==> src/rtl/duty_cycle_scheduler.sv <==
// Sequences a duty-cycle measurement circuit across up to four ring oscillators:
// clear, settle, measure for a fixed window, then capture the result per channel.
module duty_cycle_scheduler #(
   parameter int unsigned SETTLE_CYC = 16,
   parameter int unsigned WINDOW_CYC = 256
) (
   input  logic       clk,
   input  logic       reset,
   input  logic [3:0] ring_in,
   input  logic [3:0] ch_mask,
   input  logic       start,
   input  logic       continuous,
   input  logic       abort,
   input  logic [7:0] meas_value,
   output logic       ring_sel,
   output logic       meas_enable,
   output logic       meas_clear,
   output logic [7:0] result,
   output logic [1:0] result_ch,
   output logic       result_valid,
   output logic       busy,
   output logic       sweep_done
);

   localparam int unsigned MaxCyc = (SETTLE_CYC > WINDOW_CYC) ? SETTLE_CYC : WINDOW_CYC;
   localparam int unsigned CntW   = (MaxCyc > 1) ? $clog2(MaxCyc) : 1;

   localparam logic [CntW-1:0] SettleLoad = CntW'(SETTLE_CYC - 1);
   localparam logic [CntW-1:0] WindowLoad = CntW'(WINDOW_CYC - 1);

   typedef enum logic [2:0] {
      StIdle,
      StClear,
      StSettle,
      StMeasure,
      StCapture,
      StAdvance
   } state_e;

   state_e          state_q, state_d;
   logic [CntW-1:0] cnt_q, cnt_d;
   logic [1:0]      cur_ch_q, cur_ch_d;
   logic [3:0]      mask_q, mask_d;
   logic [7:0]      result_q, result_d;
   logic [1:0]      result_ch_q, result_ch_d;
   logic            valid_d, done_d;
   logic [3:0]      above;
   logic            has_next;

   function automatic logic [1:0] lowest_bit(input logic [3:0] m);
      logic [1:0] idx;
      casez (m)
         4'b???1: idx = 2'd0;
         4'b??10: idx = 2'd1;
         4'b?100: idx = 2'd2;
         default: idx = 2'd3;
      endcase
      return idx;
   endfunction

   // Channels of the latched mask strictly above the current one.
   always_comb begin
      above    = mask_q & (4'b1110 << cur_ch_q);
      has_next = |above;
   end

   assign ring_sel = ring_in[cur_ch_q];

   always_comb begin
      state_d     = state_q;
      cnt_d       = '0;
      cur_ch_d    = cur_ch_q;
      mask_d      = mask_q;
      result_d    = result_q;
      result_ch_d = result_ch_q;
      valid_d     = 1'b0;
      done_d      = 1'b0;
      if (state_q != StIdle && abort) begin
         state_d = StIdle;
      end else begin
         unique case (state_q)
            StIdle: begin
               if (start && !abort && ch_mask != 4'b0000) begin
                  mask_d   = ch_mask;
                  cur_ch_d = lowest_bit(ch_mask);
                  state_d  = StClear;
               end
            end
            StClear: begin
               cnt_d   = SettleLoad;
               state_d = StSettle;
            end
            StSettle: begin
               if (cnt_q == '0) begin
                  cnt_d   = WindowLoad;
                  state_d = StMeasure;
               end else begin
                  cnt_d = cnt_q - 1'b1;
               end
            end
            StMeasure: begin
               if (cnt_q == '0) begin
                  state_d = StCapture;
               end else begin
                  cnt_d = cnt_q - 1'b1;
               end
            end
            StCapture: begin
               result_d    = meas_value;
               result_ch_d = cur_ch_q;
               valid_d     = 1'b1;
               state_d     = StAdvance;
            end
            StAdvance: begin
               if (has_next) begin
                  cur_ch_d = lowest_bit(above);
                  state_d  = StClear;
               end else begin
                  done_d = 1'b1;
                  if (continuous && ch_mask != 4'b0000) begin
                     mask_d   = ch_mask;
                     cur_ch_d = lowest_bit(ch_mask);
                     state_d  = StClear;
                  end else begin
                     state_d = StIdle;
                  end
               end
            end
            default: state_d = StIdle;
         endcase
      end
   end

   // Outputs are registered from the next state so they align with the state they describe.
   always_ff @(posedge clk) begin
      if (!reset) begin
         state_q      <= StIdle;
         cnt_q        <= '0;
         cur_ch_q     <= 2'd0;
         mask_q       <= 4'b0000;
         result_q     <= 8'h00;
         result_ch_q  <= 2'd0;
         meas_enable  <= 1'b0;
         meas_clear   <= 1'b0;
         result_valid <= 1'b0;
         busy         <= 1'b0;
         sweep_done   <= 1'b0;
      end else begin
         state_q      <= state_d;
         cnt_q        <= cnt_d;
         cur_ch_q     <= cur_ch_d;
         mask_q       <= mask_d;
         result_q     <= result_d;
         result_ch_q  <= result_ch_d;
         meas_enable  <= (state_d == StMeasure);
         meas_clear   <= (state_d == StClear);
         result_valid <= valid_d;
         busy         <= (state_d != StIdle);
         sweep_done   <= done_d;
      end
   end

   assign result    = result_q;
   assign result_ch = result_ch_q;

endmodule

==> config.mk <==
export PLATFORM = sky130hd
export DESIGN_NAME = duty_cycle_scheduler
export DESIGN_NICKNAME = d
export VERILOG_FILES = /design/src/rtl/duty_cycle_scheduler.sv
export SDC_FILE = /design/constraint.sdc
export NUM_CORES = 1
export LEC_CHECK = 0
export ABC_AREA = 1
export CORE_UTILIZATION = 52
export DETAILED_ROUTE_END_ITERATION = 8
export PLACE_DENSITY_LB_ADDON = 0.08
export SETUP_SLACK_MARGIN = 0.02
export SYNTH_ARGS = -nofsm -noshare
export SYNTH_HDL_FRONTEND = slang
export SYNTH_SLANG_ARGS = --single-unit
==> constraint.sdc <==
create_clock -name clk -period 1.9 [get_ports clk]
set_input_delay 0.38 -clock clk [delete_from_list [all_inputs] [get_ports clk]]
set_output_delay 0.38 -clock clk [all_outputs]
set_load 0.005 [all_outputs]
==> metrics.md <==
| Metric | Value |
|---|---|
| Status | completed |
| Hold Slack | 0.460 ns |
| Clk_lat worst skew | 0.32 ns |
| CTS HTree Levels | 2 |
| Die Wd | around 56 um |
| Worst-case reg-to-reg path depth | 7 |
| Mapped Cells | around 230 |
| #FFs+latches synth | 31 |
| Synth warn | 0 |
| Final setup fails | 0 |
| Final GP Congestion | 0.852 |
| WP data required | between 1.5 and 2 ns |
| Hold path depth | 2 |
| Total Wirelength | ~3200 um |
| Leak | slightly below 0.9 nW |
| CP max stage cell | dfxtp_2 |
| Port bufs | 36 |
| Grt ovf | 0 |
| Iter 0 DRT Violations | 42 |
| Row Count | 19 |
| Post-synth cell types | 25 |
| Unrepaired setup endpoints after global routing | false |
| Max cap viols | 0 |
| Critical path class | register to output pin |
| Share of cells above drive strength 1 | 7.01% |
| Largest net degree at the start of global routing | 15 |
| Wire per inst | about 11 um |
| Worst Hold Class | register to register |
| Worst Tran Pin Value | 0.340 ns |
| 1st-pass router iterations | 4 |
| Vias in the first global route | roughly 1400 |
| Global Route Usage Sum | 22.7% |
| Vias/cell | roughly 5.1 |
| Inserted Diodes | 0 |
| Final instance area | approximately 2000 um^2 |
| Clock slew at reported path FFs | 0.09 ns |
| Startpoint types | register |
| Placed insts | 296 |
| CTS sink count | 31 |
| Final period utilization | between 80% and 90% |
| Syn nets | 251 |
| Critical path's top delay family | flip-flops |
| Slew Viols, Final | 0 |
| Area post-placement | just under 2000 um^2 |
| Cells resized by post-CTS repair | 2 |
| Area delta synth->final | 30.6% |
| WP data arrival | roughly 1.3 ns |
| Setup Buffers After CTS | 0 |
| Sequential area share after synthesis | between 40% and 50% |
| Final cell count without fillers | 302 |
| IO Pins | 37 |
| Crit path depth | 4 |
| Clock Tree Buf Depth | 2 |
| Hpwl dp | 2440 um |
| Final hold violation count | 0 |
| Syn Std Cell Area | 1510 um^2 |
| DRC Markers | 0 |
| Maximum vdd drop | 0.595 mV |
| Clock buffer count from CTS | 5 |
| Final nets | roughly 300 |
| CTS tree | done |
| Die Ht | ~56 um |
| Avg Inst Size Synth | 6.61 um^2 |
| WP buf/inv | 2 |
| Initial antenna violation count | 0 |
| FILL cells | 264 |
| First-pass GRT wire length | 5590 um |
| CP Capture Type | output pin |
| Critical path, cell by cell | inv_1, o21ai_0, o22ai_1, dlygate4sd2_1 |
| Antenna Nets Post-Route | 0 |
| Peak Freq | 592 MHz |
| Starting Density | 54.6% |
| Slowest stage delay, CP | 0.39 ns |
| Die footprint | 3120 um^2 |
| P per Cell Area | 583 nW/um^2 |
| Core area | 2760 um^2 |
| DR vias | 1547 |
| Final Skew | 0.00699 ns |
| Hold Buf Count CTS | 0 |
| CP max FO | 6 |
| Clock Tree Root | clkbuf_4 |
| Relative slew margins | 77.3% |
| Min Tclk post-route | 1.69 ns |
area by class of cell:
cell class	instances	area (um^2)	area share, %
Tap cell	31	38.8	1.97
Clock buffer	6	41.3	2.10
Inverter	30	113	5.73
Sequential cell	31	622	31.6
Multi-Input combinational cell	163	756	38.4
Timing Repair Buffer	41	397	20.2
routing by layer:
layer  GRT usage, %  wire (um)  up-vias
met1           29.5       1570      679
met3           8.14        187        2
met5              0          0        -
met2           35.8       1460       48
li1               -          -      818
met4           6.27          8        0
state kept, by name, indices dropped and copies added (netlist names):
register      flops
result_ch         2
result            8
sweep_done        1
cnt_q             8
result_valid      1
meas_clear        1
meas_enable       1
cur_ch_q          2
mask_q            3
busy              1
state_q           3
metrics by stage:
| stage | total power [mW] | util [%] | worst slack [ns] | setup TNS (ns) |
|---|---|---|---|---|
| floorplan | 0.750 | - | 0.652 | 0 |
| finish | 1.15 | 71.3 | 0.212 | 0 |
| detailed placement | 0.825 | 69.8 | -0.0619 | -0.0619 |
| global route | 1.21 | 71.3 | 0.118 | 0 |
| CTS | 1.16 | 71.3 | 0.199 | 0 |
| global placement | 0.824 | 69.8 | -0.0514 | -0.0514 |
cell usage after synthesis:
library cell,instances,area [um^2]
o21ai_0,8,40.0
nand2_4,1,11.3
nor2_2,2,12.5
nor3_1,2,10.0
nand3_1,21,105
nor2_1,41,154
nor4_1,1,6.26
dfxtp_1,31,621
inv_2,1,3.75
nand3_2,1,10.0
nor2_4,1,11.3
or2_2,1,6.26
inv_1,29,109
a211oi_1,1,7.51
o21ai_1,1,5.00
nand2_1,51,191
nand4_1,6,37.5
buf_2,2,10.0
ha_1,2,25.0
nand2_2,1,6.26
o22ai_1,1,6.26
a21oi_1,19,95.1
xor2_1,1,8.76
clkbuf_1,2,7.51
a31oi_1,1,6.26
logic make-up after synthesis:
kind of cell | synth area share (%)
flops | 41.2
xor+xnor | 0.582
compound gates | 10.6
simple gates | 37.3
buf+inv | 8.64
fa+ha+maj | 1.66
tightest hold or removal path: stages (launching register included):
cell and delay [ns]:
dfxtp_1 0.31, nand2_1 0.06, a21oi_1 0.05
power breakdown:
| group | total [mW] | internal (mW) | switching, mW |
|---|---|---|---|
| registers | 0.669 | 0.660 | 0.00913 |
| clock network | 0.338 | 0.131 | 0.207 |
| logic | 0.140 | 0.0734 | 0.0664 |
| total | 1.15 | 0.865 | 0.283 |
path summary, 6_finish.rpt:
| check | startpoint | to | slack [ns] |
|---|---|---|---|
| setup / recovery | cur_ch_q[0] | ring_sel | 0.21 |
| hold / removal | result[5] | result[5] | 0.46 |
| setup reg to reg | cnt_q[0] | cnt_q[7] | 0.45 |
| hold reg to reg | result[5] | result[5] | 0.46 |
layout by cell type (no fill, tap or decap), types with 2 or more instances in the layout:
| master | Yosys | final |
|---|---|---|
| nand2_1 | 51 | 51 |
| nor2_1 | 41 | 41 |
| clkdlybuf4s50_1 | 0 | 35 |
| dfxtp_1 | 31 | 30 |
| inv_1 | 29 | 29 |
| nand3_1 | 21 | 21 |
| a21oi_1 | 19 | 19 |
| o21ai_0 | 8 | 8 |
| nand4_1 | 6 | 6 |
| clkbuf_4 | 0 | 5 |
| buf_4 | 0 | 5 |
| nor2_2 | 2 | 2 |
| nor3_1 | 2 | 2 |
| ha_1 | 2 | 2 |
No activity file was read; power rests on OpenSTA's default activity.
==> variant 1 (config.mk and constraints unchanged) <==
Set the parameter `SETTLE_CYC` to 32 (it was 16).
--- a/src/rtl/duty_cycle_scheduler.sv
+++ b/src/rtl/duty_cycle_scheduler.sv
@@ -2,5 +2,5 @@
 // clear, settle, measure for a fixed window, then capture the result per channel.
 module duty_cycle_scheduler #(
-   parameter int unsigned SETTLE_CYC = 16,
+   parameter int unsigned SETTLE_CYC = 32,
    parameter int unsigned WINDOW_CYC = 256
 ) (
Formal check against the unedited RTL: same outputs for any inputs over 10 cycles, from zero or initial values and one cycle with reset low; that may be too few to reach the edited logic, so the function may still have changed.
==> variant 1 against the unedited design <==
- the run now ends with design-rule violations left
- cell count down 0.33%
- sequential cell count did not move
- synthesized area is 4.0% higher
- critical endpoint unchanged
- clock power up 3%
- combinational power increased by 7%
- final area rose by 1.8%
- worst setup slack lost 57 ps
- routed wire length down 4.2%
- via count is 4.2% lower
- power up 1.7%
- first-iteration DRC count up 29%
==> variant 1: results (changes against the unedited design) <==
Status - complete, but fails checks (was complete, no violations)
Failing checks - design-rule violations
Dpl cells - 295 (was 296)
Gpl congestion - 0.809 (was 0.852)
Post-synthesis sequential area ratio - 39.6% (was 41.2%)
HP Class - reg2reg (unchanged)
First-pass GRT wire length - 5330 µm (was 5590 µm)
Avg WL per Cell - 10.3 µm (was 10.7 µm)
Vias in the first global route - 1,312 (was 1,353)
Drt initial violations - 54 (was 42)
Vias - 1,482 (was 1,547)
Unique masters post-synth - 29 (was 25)
CP max-delay cell - dfxtp_1 (was dfxtp_2)
Rel. slew slack - 75.3% (was 77.3%)
Layout net count - 294 (was 295)
Hold EP - result[4] (was result[5])
# DRC - 8 (was 0)
P_int - 0.868 mW (was 0.865 mW)
Skew-Pair Late Insertion Delay - 330 ps
Lkg Pwr - 0.908 nW (was 0.884 nW)
Critical path arrival - 1360 ps (was 1310 ps)
Share of layout cells above drive strength 1 - 11.1% (was 7.01%)
Worst R2R Path Depth - 9 (was 7)
VDD IR max - 510 µV (was 595 µV)
Placed Area - 1960 µm² (was 1930 µm²)
Crit-path max cell delay - 410 ps (was 390 ps)
Gr usage total - 21.7% (was 22.7%)
Most common library cells after synthesis - nand2_1 (53), nor2_1 (46), dfxtp_1 (31) (was nand2_1 (51), nor2_1 (41), dfxtp_1 (31))
First-pass iteration count of the detailed router - 6 (was 4)
Worst Clk Skew - 7.63 ps (was 6.99 ps)
FF-to-FF End - busy (was cnt_q[7])
Fillers - 245 (was 264)
Fin cells - 301 (was 302)
Syn avg cell area - 6.81 µm² (was 6.61 µm²)
Reg2reg setup slack - 560 ps (was 450 ps)
Top area cells in the synthesized netlist - dfxtp_1 (40%), nand2_1 (13%), nor2_1 (11%) (was dfxtp_1 (41%), nand2_1 (13%), nor2_1 (10%))
Fraction of power consumed by combinational cells - 12.8% (was 12.2%)
DP HPWL - 2350 µm (was 2440 µm)
Worst hold slack - 465 ps (was 460 ps)
variant 1: cell count changes in the layout (fill, tap and decap cells not counted), moves of 4 or more:
cell | unedited run | this run
nand3_1 | 21 | 17
inv_2 | 1 | 6
a21oi_1 | 19 | 13
nor2_1 | 41 | 46
inv_1 | 29 | 23
variant 1: what timing repair did:
| item | 4_1_cts | 5_1_grt |
|---|---|---|
| gates resized for setup | 2 | 0 |
| setup endpoints to repair | 1 | 0 |
| buffers inserted | 0 | 0 |
variant 1: power groups by stage:
stage	sequential, mW	clock [mW]	combinational [mW]
floorplan	0.683	0	0.0837
global placement	0.685	0	0.151
detailed placement	0.685	0	0.153
CTS	0.670	0.358	0.151
global route	0.672	0.384	0.168
finish	0.670	0.347	0.150
variant 1: final cells by class:
cell class                      count  area share (%)
Clock buffer                        6            2.06
Timing Repair Buffer               39            19.1
Tap cell                           31            1.94
Inverter                           30            5.88
Sequential cell                    31            31.1
Multi-Input combinational cell    164            40.0
variant 1: routing by layer:
layer | vias up | global-route usage, % | routed length (µm)
li1 | 803 | - | -
met1 | 640 | 26.7 | 1430
met2 | 33 | 33.8 | 1440
met3 | 6 | 7.83 | 167
met4 | 0 | 9.41 | 52
met5 | - | 0 | 0
variant 1: worst max path at each step:
| stage | cells after the start | start | endpoint | slack [ps] |
|---|---|---|---|---|
| floorplan | 9 | cnt_q[0] | busy | 730 |
| global placement | 4 | ring_in[2] | ring_sel | -50 |
| detailed placement | 4 | ring_in[2] | ring_sel | -60 |
| CTS | 4 | cur_ch_q[0] | ring_sel | 130 |
| global route | 4 | cur_ch_q[0] | ring_sel | 20 |
| finish | 4 | cur_ch_q[0] | ring_sel | 160 |
variant 1: tightest hold or removal path, cell delays in order (launching register included):
cell and delay (ps):
dfxtp_1 320, nand2_1 60, a21oi_1 50
variant 1: logic make-up (layout without fill, tap and decap cells):
group | count (synthesis) | count (layout) | share of synthesized area (%)
fa+ha+maj | 2 | 2 | 1.60
xor+xnor | 3 | 3 | 1.68
simple gates | 134 | 134 | 39.1
buf+inv | 35 | 75 | 9.26
compound gates | 25 | 25 | 8.71
flops | 31 | 31 | 39.6
variant 1: per-stage QoR:
stage | utilization [%] | worst slack [ps]
after detailed placement | 69.9 | -58.3
after floorplan | - | 726
final | 71.4 | 155
after global placement | 69.9 | -52.9
after CTS | 71.4 | 133
after global routing | 71.4 | 22.5
==> variant 2 (config.mk and constraints unchanged) <==
Made on the original files. `result_q` no longer has a reset.
--- a/src/rtl/duty_cycle_scheduler.sv
+++ b/src/rtl/duty_cycle_scheduler.sv
@@ -139,5 +139,4 @@
          cur_ch_q     <= 2'd0;
          mask_q       <= 4'b0000;
-         result_q     <= 8'h00;
          result_ch_q  <= 2'd0;
          meas_enable  <= 1'b0;
@@ -151,5 +150,4 @@
          cur_ch_q     <= cur_ch_d;
          mask_q       <= mask_d;
-         result_q     <= result_d;
          result_ch_q  <= result_ch_d;
          meas_enable  <= (state_d == StMeasure);
@@ -161,4 +159,8 @@
    end
 
+   always_ff @(posedge clk) begin
+      result_q <= result_d;
+   end
+
    assign result    = result_q;
    assign result_ch = result_ch_q;
Behaviour: no difference found for any inputs over 10 cycles, from zero or initial values and one cycle with reset low; that may be too few to reach the edited logic, so the function may still have changed.
==> variant 2 against the unedited design <==
- worst setup slack better by 4.0 ps
- critical path type is now in2out
- sequential cell count unchanged
- final area is 0.13% higher
- synthesized area down 2.3%
- power is 21% higher
- hold slack improved by 38 ps
- clock power increased by 59%
- routed wire length increased by 1.1%
- core utilization up 5.4 points
- largest cell class is now sequential cells
- via count decreased by 9.8%
==> variant 2: results (changes against the unedited design) <==
CTS clk-pin slew, worst paths - 100 ps
PostCTS Resize Cnt - 1 (was 2)
Hold_sp - mask_q[3] (was result[5])
Layout net count - 262 (was 295)
Sequential power share - 50.3% (was 58.3%)
CTS max path bufs - 2 (unchanged)
Worst Clk Skew - 10.1 ps (was 6.99 ps)
Unique masters post-synth - 27 (was 25)
Placed Area - 1880 µm² (was 1930 µm²)
First-pass GRT wire length - 4990 µm (was 5590 µm)
Number of flops mapped to enable cells by yosys - 8 (was 0)
HP Class - reg2reg (unchanged)
Port Buffer Count - 36 (unchanged)
First-pass iteration count of the detailed router - 4 (unchanged)
CP top delay family - buffers and inverters (was flip-flops)
Post-synthesis sequential area ratio - 47.6% (was 41.2%)
Synth Warn # - 0 (unchanged)
Critical path arrival - 1300 ps
Share of layout cells above drive strength 1 - 13.8% (was 7.01%)
Avg WL per Cell - 12.1 µm (was 10.7 µm)
Drt initial violations - 24 (was 42)
Gr usage total - 24.0% (was 22.7%)
Most common library cells after synthesis - nand2_1 (42), nor2_1 (36), dfxtp_1 (23), inv_1 (23), nand3_1 (10) (was nand2_1 (51), nor2_1 (41), dfxtp_1 (31))
CTS H-tree lvls - 2 (unchanged)
Worst R2R Path Depth - 6 (was 7)
Crit-path max cell delay - 450 ps (was 390 ps)
Hold Path Depth - 2 (unchanged)
Critical Path Start - ring_in[2] (was cur_ch_q[0])
Vias - 1,395 (was 1,547)
Top area cells in the synthesized netlist - dfxtp_1 (31%), edfxtp_1 (16%), nand2_1 (11%) (was dfxtp_1 (41%), nand2_1 (13%), nor2_1 (10%))
Asr flop ratio synth - 0% (unchanged)
Skew-Pair Late Insertion Delay - 330 ps
Dpl ws - -59.8 ps (was -61.9 ps)
CP max-delay cell - clkdlybuf4s50_1 (was dfxtp_2)
Gpl congestion - 0.864 (was 0.852)
Net Count, Synth - 217 (was 251)
Main synth FF type - dfxtp_1 (unchanged)
CP max FO - 1 (was 6)
Initial antenna violation count - 0 (unchanged)
Vias in the first global route - 1,207 (was 1,353)
DP HPWL - 2540 µm (was 2440 µm)
Status - complete, no violations (unchanged)
CTS buffer count - 5 (unchanged)
Post CTS Setup Buffer Count - 0 (unchanged)
Ant. Diodes - 0 (unchanged)
Reg2reg start - cnt_q[4] (was cnt_q[0])
Actual slew at the worst max-slew pin - 299 ps (was 340 ps)
Clk root buf - clkbuf_4 (unchanged)
Total of max-cap violations - 0 (unchanged)
Pwr/cell area - 706 nW/µm² (was 583 nW/µm²)
Largest net degree at the start of global routing - 14 (was 15)
VDD IR max - 626 µV (was 595 µV)
Switch share - 22.5% (was 24.6%)
Lkg Pwr - 0.891 nW (was 0.884 nW)
Clk pwr share - 38.7% (was 29.5%)
Fillers - 193 (was 264)
-- variant 2: cell count changes after synthesis, sizes merged, moves of 3 or more --
cell	delta
a21oi	-10
dfxtp	-8
edfxtp	+8
inv	-3
nand2	-5
nand3	-10
nand4	-5
nor2	-4
o21ai	+4
-- variant 2: layout make-up --
class,count,area share (%)
sequential,31,35.6
multi-input combinational,135,33.6
timing repair buffer,39,19.4
inverter,27,5.15
clock buffer,6,2.60
tap,30,1.91
clock inverter,2,1.78
-- variant 2: through the flow --
| stage | utilization, % | std cells |
|---|---|---|
| floorplan | - | 194 |
| global placement | 73.4 | 262 |
| detailed placement | 73.4 | 262 |
| CTS | 76.7 | 270 |
| global route | 76.7 | 270 |
| finish | 76.7 | 270 |
-- variant 2: cell families after synthesis --
group | after synthesis | synth area share [%]
AND/OR/NAND/NOR | 106 | 32.2
flip-flops | 31 | 47.6
buffers and inverters | 28 | 7.40
AO/OA/AOI/OAI | 26 | 10.5
adder cells (fa/ha/maj) | 2 | 1.70
XOR/XNOR | 1 | 0.595
-- variant 2: path summary, 6_finish.rpt --
| kind | endpoint | slack, ps |
|---|---|---|
| worst max-delay path | ring_sel | 220 |
| worst min-delay path | mask_q[3] | 500 |
| worst max register to register | meas_enable | 480 |
| worst min register to register | mask_q[3] | 500 |
-- variant 2: tightest hold or removal path: stages (launching register included) --
cell and delay [ps]:
dfxtp_1 330, nor2_1 90, nor2_1 50
-- variant 2: layer usage --
| metal | global-route usage (%) | wire length (µm) | vias to the layer above |
|---|---|---|---|
| li1 | - | - | 715 |
| met1 | 28.2 | 1390 | 618 |
| met2 | 39.6 | 1570 | 53 |
| met3 | 6.01 | 225 | 9 |
| met4 | 13.3 | 68 | 0 |
| met5 | 0 | 0 | - |
